`src/rtl/spi_flash_boot_loader.sv`:
```
// APB master that programs the SPI peripheral for a 0x03 flash read, drains the RX FIFO
// and streams each word into a memory write port (boot image copy into SRAM).
module spi_flash_boot_loader #(
  parameter int                        APB_ADDR_WIDTH = 12,
  parameter int                        MEM_ADDR_WIDTH = 16,
  parameter logic [7:0]                CLK_DIV        = 8'd4,
  parameter logic [APB_ADDR_WIDTH-1:0] OFS_STATUS     = 'h000,
  parameter logic [APB_ADDR_WIDTH-1:0] OFS_CLKDIV     = 'h004,
  parameter logic [APB_ADDR_WIDTH-1:0] OFS_CTRL       = 'h008,
  parameter logic [APB_ADDR_WIDTH-1:0] OFS_CMD        = 'h00C,
  parameter logic [APB_ADDR_WIDTH-1:0] OFS_ADDR       = 'h010,
  parameter logic [APB_ADDR_WIDTH-1:0] OFS_LEN        = 'h014,
  parameter logic [APB_ADDR_WIDTH-1:0] OFS_RXFIFO     = 'h020
) (
  input  logic                      HCLK,
  input  logic                      HRESET,
  input  logic                      start_i,
  input  logic [23:0]               flash_addr_i,
  input  logic [10:0]               word_cnt_i,
  input  logic [MEM_ADDR_WIDTH-1:0] dst_addr_i,
  output logic [APB_ADDR_WIDTH-1:0] PADDR,
  output logic [31:0]               PWDATA,
  output logic                      PWRITE,
  output logic                      PSEL,
  output logic                      PENABLE,
  input  logic [31:0]               PRDATA,
  input  logic                      PREADY,
  input  logic                      PSLVERR,
  input  logic                      eot_i,
  output logic                      mem_req_o,
  input  logic                      mem_gnt_i,
  output logic [MEM_ADDR_WIDTH-1:0] mem_addr_o,
  output logic [31:0]               mem_wdata_o,
  output logic                      busy_o,
  output logic                      done_o,
  output logic                      err_o
);

  localparam logic [3:0] S_IDLE       = 4'd0;
  localparam logic [3:0] S_CFG_CLKDIV = 4'd1;
  localparam logic [3:0] S_CFG_CMD    = 4'd2;
  localparam logic [3:0] S_CFG_ADDR   = 4'd3;
  localparam logic [3:0] S_CFG_LEN    = 4'd4;
  localparam logic [3:0] S_TRIG       = 4'd5;
  localparam logic [3:0] S_POLL       = 4'd6;
  localparam logic [3:0] S_POP        = 4'd7;
  localparam logic [3:0] S_MEMWR      = 4'd8;
  localparam logic [3:0] S_WAIT_EOT   = 4'd9;
  localparam logic [3:0] S_DONE       = 4'd10;

  logic [3:0]                state;
  logic [23:0]               flash_addr;
  logic [10:0]               word_cnt;
  logic [10:0]               word_idx;
  logic                      eot_armed;
  logic                      eot_seen;
  logic [15:0]               data_len;
  logic [APB_ADDR_WIDTH-1:0] req_addr;
  logic [31:0]               req_wdata;
  logic                      req_write;

  assign data_len = {word_cnt, 5'b00000};

  // Address/data/direction of the APB access that belongs to the current state.
  always_comb begin
    req_addr  = OFS_STATUS;
    req_wdata = 32'h0;
    req_write = 1'b0;
    case (state)
      S_CFG_CLKDIV: begin req_addr = OFS_CLKDIV; req_wdata = {24'h0, CLK_DIV};       req_write = 1'b1; end
      S_CFG_CMD:    begin req_addr = OFS_CMD;    req_wdata = {8'h03, 24'h0};         req_write = 1'b1; end
      S_CFG_ADDR:   begin req_addr = OFS_ADDR;   req_wdata = {flash_addr, 8'h00};    req_write = 1'b1; end
      S_CFG_LEN:    begin req_addr = OFS_LEN;
                          req_wdata = {data_len, 2'b00, 6'd24, 2'b00, 6'd8};       req_write = 1'b1; end
      S_TRIG:       begin req_addr = OFS_CTRL;   req_wdata = 32'h0000_0101;          req_write = 1'b1; end
      S_POP:        begin req_addr = OFS_RXFIFO; end
      default:      ;
    endcase
  end

  always_ff @(posedge HCLK) begin
    if (HRESET) begin
      state       <= S_IDLE;
      PSEL        <= 1'b0;
      PENABLE     <= 1'b0;
      PWRITE      <= 1'b0;
      PADDR       <= '0;
      PWDATA      <= 32'h0;
      mem_req_o   <= 1'b0;
      mem_addr_o  <= '0;
      mem_wdata_o <= 32'h0;
      busy_o      <= 1'b0;
      done_o      <= 1'b0;
      err_o       <= 1'b0;
      flash_addr  <= 24'h0;
      word_cnt    <= 11'd0;
      word_idx    <= 11'd0;
      eot_armed   <= 1'b0;
      eot_seen    <= 1'b0;
    end else begin
      done_o <= 1'b0;
      err_o  <= 1'b0;
      if (eot_armed && eot_i) eot_seen <= 1'b1;
      case (state)
        S_IDLE: begin
          if (start_i) begin
            if (word_cnt_i == 11'd0) begin
              done_o <= 1'b1;
            end else begin
              flash_addr <= flash_addr_i;
              word_cnt   <= word_cnt_i;
              word_idx   <= 11'd0;
              mem_addr_o <= dst_addr_i;
              busy_o     <= 1'b1;
              eot_armed  <= 1'b0;
              eot_seen   <= 1'b0;
              state      <= S_CFG_CLKDIV;
            end
          end
        end
        // Each access: one idle cycle (PSEL low), SETUP, then ACCESS until PREADY.
        S_CFG_CLKDIV, S_CFG_CMD, S_CFG_ADDR, S_CFG_LEN, S_TRIG, S_POLL, S_POP: begin
          if (!PSEL) begin
            PSEL    <= 1'b1;
            PENABLE <= 1'b0;
            PADDR   <= req_addr;
            PWDATA  <= req_wdata;
            PWRITE  <= req_write;
          end else if (!PENABLE) begin
            PENABLE <= 1'b1;
          end else if (PREADY) begin
            PSEL    <= 1'b0;
            PENABLE <= 1'b0;
            if (PSLVERR) begin
              err_o     <= 1'b1;
              busy_o    <= 1'b0;
              eot_armed <= 1'b0;
              state     <= S_IDLE;
            end else begin
              case (state)
                S_CFG_CLKDIV: state <= S_CFG_CMD;
                S_CFG_CMD:    state <= S_CFG_ADDR;
                S_CFG_ADDR:   state <= S_CFG_LEN;
                S_CFG_LEN:    state <= S_TRIG;
                S_TRIG: begin
                  eot_armed <= 1'b1;
                  state     <= S_POLL;
                end
                S_POLL: if (PRDATA[23:16] != 8'd0) state <= S_POP;
                S_POP: begin
                  mem_wdata_o <= PRDATA;
                  mem_req_o   <= 1'b1;
                  state       <= S_MEMWR;
                end
                default: state <= S_IDLE;
              endcase
            end
          end
        end
        S_MEMWR: begin
          if (mem_gnt_i) begin
            mem_req_o  <= 1'b0;
            mem_addr_o <= mem_addr_o + MEM_ADDR_WIDTH'(4);
            word_idx   <= word_idx + 11'd1;
            state      <= (word_idx + 11'd1 == word_cnt) ? S_WAIT_EOT : S_POLL;
          end
        end
        // eot_i may already have fired while words were still being drained.
        S_WAIT_EOT: begin
          if (eot_seen || eot_i) begin
            done_o    <= 1'b1;
            busy_o    <= 1'b0;
            eot_armed <= 1'b0;
            state     <= S_DONE;
          end
        end
        S_DONE:  state <= S_IDLE;
        default: state <= S_IDLE;
      endcase
    end
  end

endmodule

```
`config.mk`:
```
export PLATFORM = sky130hd
export DESIGN_NAME = spi_flash_boot_loader
export DESIGN_NICKNAME = d
export VERILOG_FILES = /design/src/rtl/spi_flash_boot_loader.sv
export SDC_FILE = /design/constraint.sdc
export NUM_CORES = 1
export LEC_CHECK = 0
export BUFFER_PORTS_ARGS = -buffer_cell sky130_fd_sc_hd__buf_2
export CAP_MARGIN = 20
export CORE_MARGIN = 8
export CORE_UTILIZATION = 46
export CTS_CLUSTER_SIZE = 40
export DETAILED_ROUTE_END_ITERATION = 12
export GPL_TIMING_DRIVEN = 0
export PLACE_DENSITY_LB_ADDON = 0.25
export SLEW_MARGIN = 20
export SYNTH_ARGS = -nofsm -noshare
export SYNTH_HDL_FRONTEND = slang
export SYNTH_SLANG_ARGS = --single-unit
```
`constraint.sdc`:
```
create_clock -name HCLK -period 5.8 [get_ports HCLK]
set_clock_uncertainty 0.2 [all_clocks]
set_input_delay 1.16 -clock HCLK [delete_from_list [all_inputs] [get_ports HCLK]]
set_output_delay 1.16 -clock HCLK [all_outputs]
set_load 0.01 [all_outputs]
```
### Yosys cells after proc, flatten, opt, wreduce, memory -nomap -nowiden

Cells that the tools add are included.

* reduce and logical (&&, ||, !) cells: 19
* mux-type cells: 59
* equal/unequal tests: 22
* add/subtract/negate cells: 2
* bitwise operators: 6

Operators by type and width (count)
* 32-bit case mux with 5 select lines: 1
* 16-bit 2-to-1 mux: 3
* 4-bit 2-to-1 mux: 10
* 6-bit case mux with 6 select lines: 1
* 1-bit 2-to-1 mux: 33
* 11-bit 2-to-1 mux: 3
* 16-bit case mux with 2 select lines: 1
* 4-bit case mux with 7 select lines: 1
* 8-bit AND reduction: 3
* 11-bit case mux with 2 select lines: 1
* 2-bit != test (second input constant): 10
* 16-bit by 3-bit adder with 16-bit output (second input constant): 1
* 4-bit by 3-bit == test with 1-bit output (second input constant): 4
* 4-bit case mux with 4 select lines: 1
* 11-bit by 1-bit adder with 11-bit output (second input constant): 1
* 11-bit == test: 1
* 11-bit logical NOT: 1
* 5-bit OR reduction: 2
* 4-bit by 2-bit == test with 1-bit output (second input constant): 2
* 4-bit == test (second input constant): 2
* 8-bit nonzero test: 1
* 7-bit AND reduction: 1
* 7-bit OR reduction: 1
* 1-bit NOT: 6
* other kinds (14): 17

* register bits after elaboration: 151
* logic and storage cells: 125

### Logic depth before layout (Yosys ltp)

* depth in word-level cells: 8
* depth in mapped cells: 9
* gate-level depth less buffers: 7

### Least setup slack after synthesis

No wires, ideal clock.

* path kind: in2reg
* from: in word_cnt_i[2]
* to: reg mem_addr_o[4]
* cell stages on the path: 8
* setup slack: 2.640 ns
* library setup time: 0.128 ns
* data arrival time: 2.833 ns
* required time: 5.472 ns
* cells stage by stage: or4_1 -> o311a_1 -> buf_2 -> nor2_1 -> buf_2 -> nor2_1 -> a21oi_1 -> nor2_1

* cells in the longest elaborated chain, start to end: 3

Ends and longest elaborated chain
* start: declaration: RTL line 19 `input logic [10:0] word_cnt_i,`
* 11-bit logical NOT: RTL line 107 `if (word_cnt_i == 11'd0) begin`
* 2-bit != test (no source line)
* 4-bit AND reduction (no source line)
* end signal: assignment: RTL line 113 `mem_addr_o <= dst_addr_i;`
* end signal: assignment: RTL line 163 `mem_addr_o <= mem_addr_o + MEM_ADDR_WIDTH'(4);`
* end: declaration: RTL line 32 `output logic [MEM_ADDR_WIDTH-1:0] mem_addr_o,`

Every way passes these cells.
A chain may end at the register's enable or synchronous reset.

### Worst setup path in the final report

* from: in word_cnt_i[2]
* to: reg mem_addr_o[11]

The elaborated chain is that of the path after synthesis.

==> impl_metrics.toml <==
[outcome]
status = "finished, final reports clean"

[timing]
hold_ws_ps = 250
worst_pin_slew_ps = 958
fin_crit_ps = 3220
fin_crit_sh = 0.555
fmax_mhz = 310
rsz0062_at_grt = "false"
tns_ps = 0
final_hold_viol_count = 0
relSlewSlack = 0.356
maxSlewViolCount = 0
finalSetupViolCount = 0

[final_layout]
utilization = 0.595
fin_nets = 1082
area_delta_synth_final_pct = 27.7
drive_above_1_share = 0.243
diodes = 0
fillers = 1272
multi_input_area_sq_mm = 0.00302
regArea_sq_mm = 0.00276
stdcell_count = 1177

[synth]
synth_edf_count = 0
avgSynthCellArea_sq_um = 7.80
syn_area_sq_mm = 0.00613
yosysTopAreaCell = "dfxtp_1"
synth_most_common_cell = "nand2_1"
ys.warnings.count = 0
ys_seq_area_frac = 0.451
async_reset_ff_frac = 0
synth_commonest_cells = "190 x nand2_1, 138 x dfxtp_1, 110 x a21oi_1"
ys_top_cells_by_area = "dfxtp_1 45%, nand2_1 12%, a21oi_1 9.0%"
yosys_register_bits = 138
synth_cell_types = 63
synth_flop_cell = "dfxtp_1"
yosysTopAreaCellShare = 0.451
postSynthCellCount = 785

[power]
peakVddDrop_mv = 0.209
power_leakage_nw = 3.23
powerDensity_mw_per_mm2 = 406

[global_route]
grt_pass1_vias = 5991
grt_pass1_wl_um = 31300
grt_usage = 0.222
grt_max_degree = 17
grt-ovfl-total = 0
antenna_found_initial = 1

[setup_path]
criticalPathCategory = "in2reg"
crit_path_max_fanout = 10
timing.rr.end = "word_idx[6]"
arrival_ps = 3370
reg2reg_slack_ps = 2640
worstSetupStartpoint = "word_cnt_i[2]"
crit_path_start_kind = "input port"
cp-endpoint = "mem_addr_o[11]"
endpoint_kind = "flip-flop"
crit_required_ps = 5950
rr_worst_depth = 8
reg2reg_from = "state[1]"

[routing]
vias = 6326
drtIter0Drc = 605
first_pass_iters = 5
avgRoutedWirePerCell_um = 16.5
via_per_inst = 5.37
wl_um = 19400
drc = 0
final_antenna_net_count = 0

[hold_path]
hold_class = "reg2reg"
hold_start = "mem_wdata_o[6]"
hold-path-cell-count = 2

[clocking]
cts-resized-gates = 0
cts.sinks = 138
post_cts_buffers = 0
cts-hold-fix-buffers = 0
path_clk_slew_ps = 60
cts_max_level = 4
clockBufferDepth = 2
tritoncts = "done"
cts_made_buffers = 17
clock_latency_ps = 420
cts_root_buf = "clkbuf_16"

[die]
coreArea_sq_mm = 0.0131
die_area_sq_mm = 0.0173
rows = 42
initial_core_util = 0.466
fp.dieW_um = 131
io_pins = 189
die_h_um = 131

[placement]
dp_cells = 1147
gp_congestion = 0.891
dp_hpwl_um = 14500
io_buffers = 174

[job]
cap_violations = 0
## layer usage
metal	global-route usage	part of all wire	up-vias
li1	-	-	3123
met1	0.271	0.44	2913
met2	0.354	0.46	256
met3	0.0819	0.088	32
met4	0.0715	0.019	2
met5	0	0.00052	-
## metrics by stage
| step | setup WS [ps] | power (W) | area, sq um |
|---|---|---|---|
| final | 2580 | 0.00317 | 7820 |
| after global routing | 2280 | 0.00335 | 7820 |
| after CTS | 2580 | 0.00317 | 7820 |
| after detailed placement | 2160 | 0.00215 | 7260 |
| after global placement | 2180 | 0.00213 | 7260 |
| after floorplan | 2640 | 0.00182 | 6170 |
## cell families (layout without fill, tap and decap cells)
kind of cell | Yosys count | count (layout) | share of synthesized area
adders and majority gates | 2 | 2 | 0.00408
DFF | 138 | 138 | 0.451
other | 1 | 13 | 0.000612
xor gates and xnor gates | 11 | 11 | 0.0157
buffers and inverters | 73 | 277 | 0.0627
muxes | 4 | 4 | 0.00654
AOI/OAI and AO/OA | 201 | 201 | 0.199
and+or+nand+nor | 355 | 355 | 0.260
## worst min path at each step
stage | endpoint | slack, ps
2_1_floorplan | flash_addr[23] | 240
3_3_place_gp | mem_wdata_o[14] | 240
3_5_place_dp | mem_wdata_o[7] | 240
4_1_cts | mem_wdata_o[7] | 250
5_1_grt | mem_wdata_o[5] | 270
6_report | mem_wdata_o[6] | 250
## report_power, final
group	total (W)	internal, W	switching, W
logic	0.000942	0.000342	0.000600
clock network	0.00103	0.000625	0.000400
registers	0.00120	0.00108	0.000121
total	0.00317	0.00205	0.00112
## layout make-up
type	instances	area share
Multi-Input combinational cell	586	0.387
Sequential cell	138	0.353
Clock inverter	12	0.0165
Buffer	70	0.0477
Timing Repair Buffer	174	0.111
Clock buffer	18	0.0549
Inverter	3	0.00144
Tap cell	176	0.0282
## layout by cell type, fill, tap and decap left out, types with 7 or more instances in the layout
cell type / Yosys / routed
clkbuf_1: 42 / 43
o21ai_0: 27 / 27
buf_2: 5 / 179
a21oi_1: 110 / 110
nand3_1: 12 / 12
buf_4: 13 / 13
conb_1: 1 / 13
xnor2_1: 7 / 7
nor3_1: 17 / 17
dfxtp_1: 138 / 138
a211oi_1: 7 / 7
nor2_1: 73 / 73
a222oi_1: 9 / 9
clkbuf_16: 0 / 17
nand2_1: 190 / 190
a22oi_1: 11 / 11
## registers in the layout, summed over array words and instances (netlist names), 4 cells and up
register and count:
state 4, flash_addr 24, word_idx 11, mem_addr_o 16, PWDATA 27, PADDR 4
word_cnt 11, mem_wdata_o 32
## critical path, cell delays in order
cell and delay (ps):
buf_2 110, or4_1 600, o311ai_1 590, clkbuf_1 470, o21ai_0 150, o21ai_0 100, a21oi_1 90, nor2_1 100
Note: power is estimated with default switching activity, not from simulation.
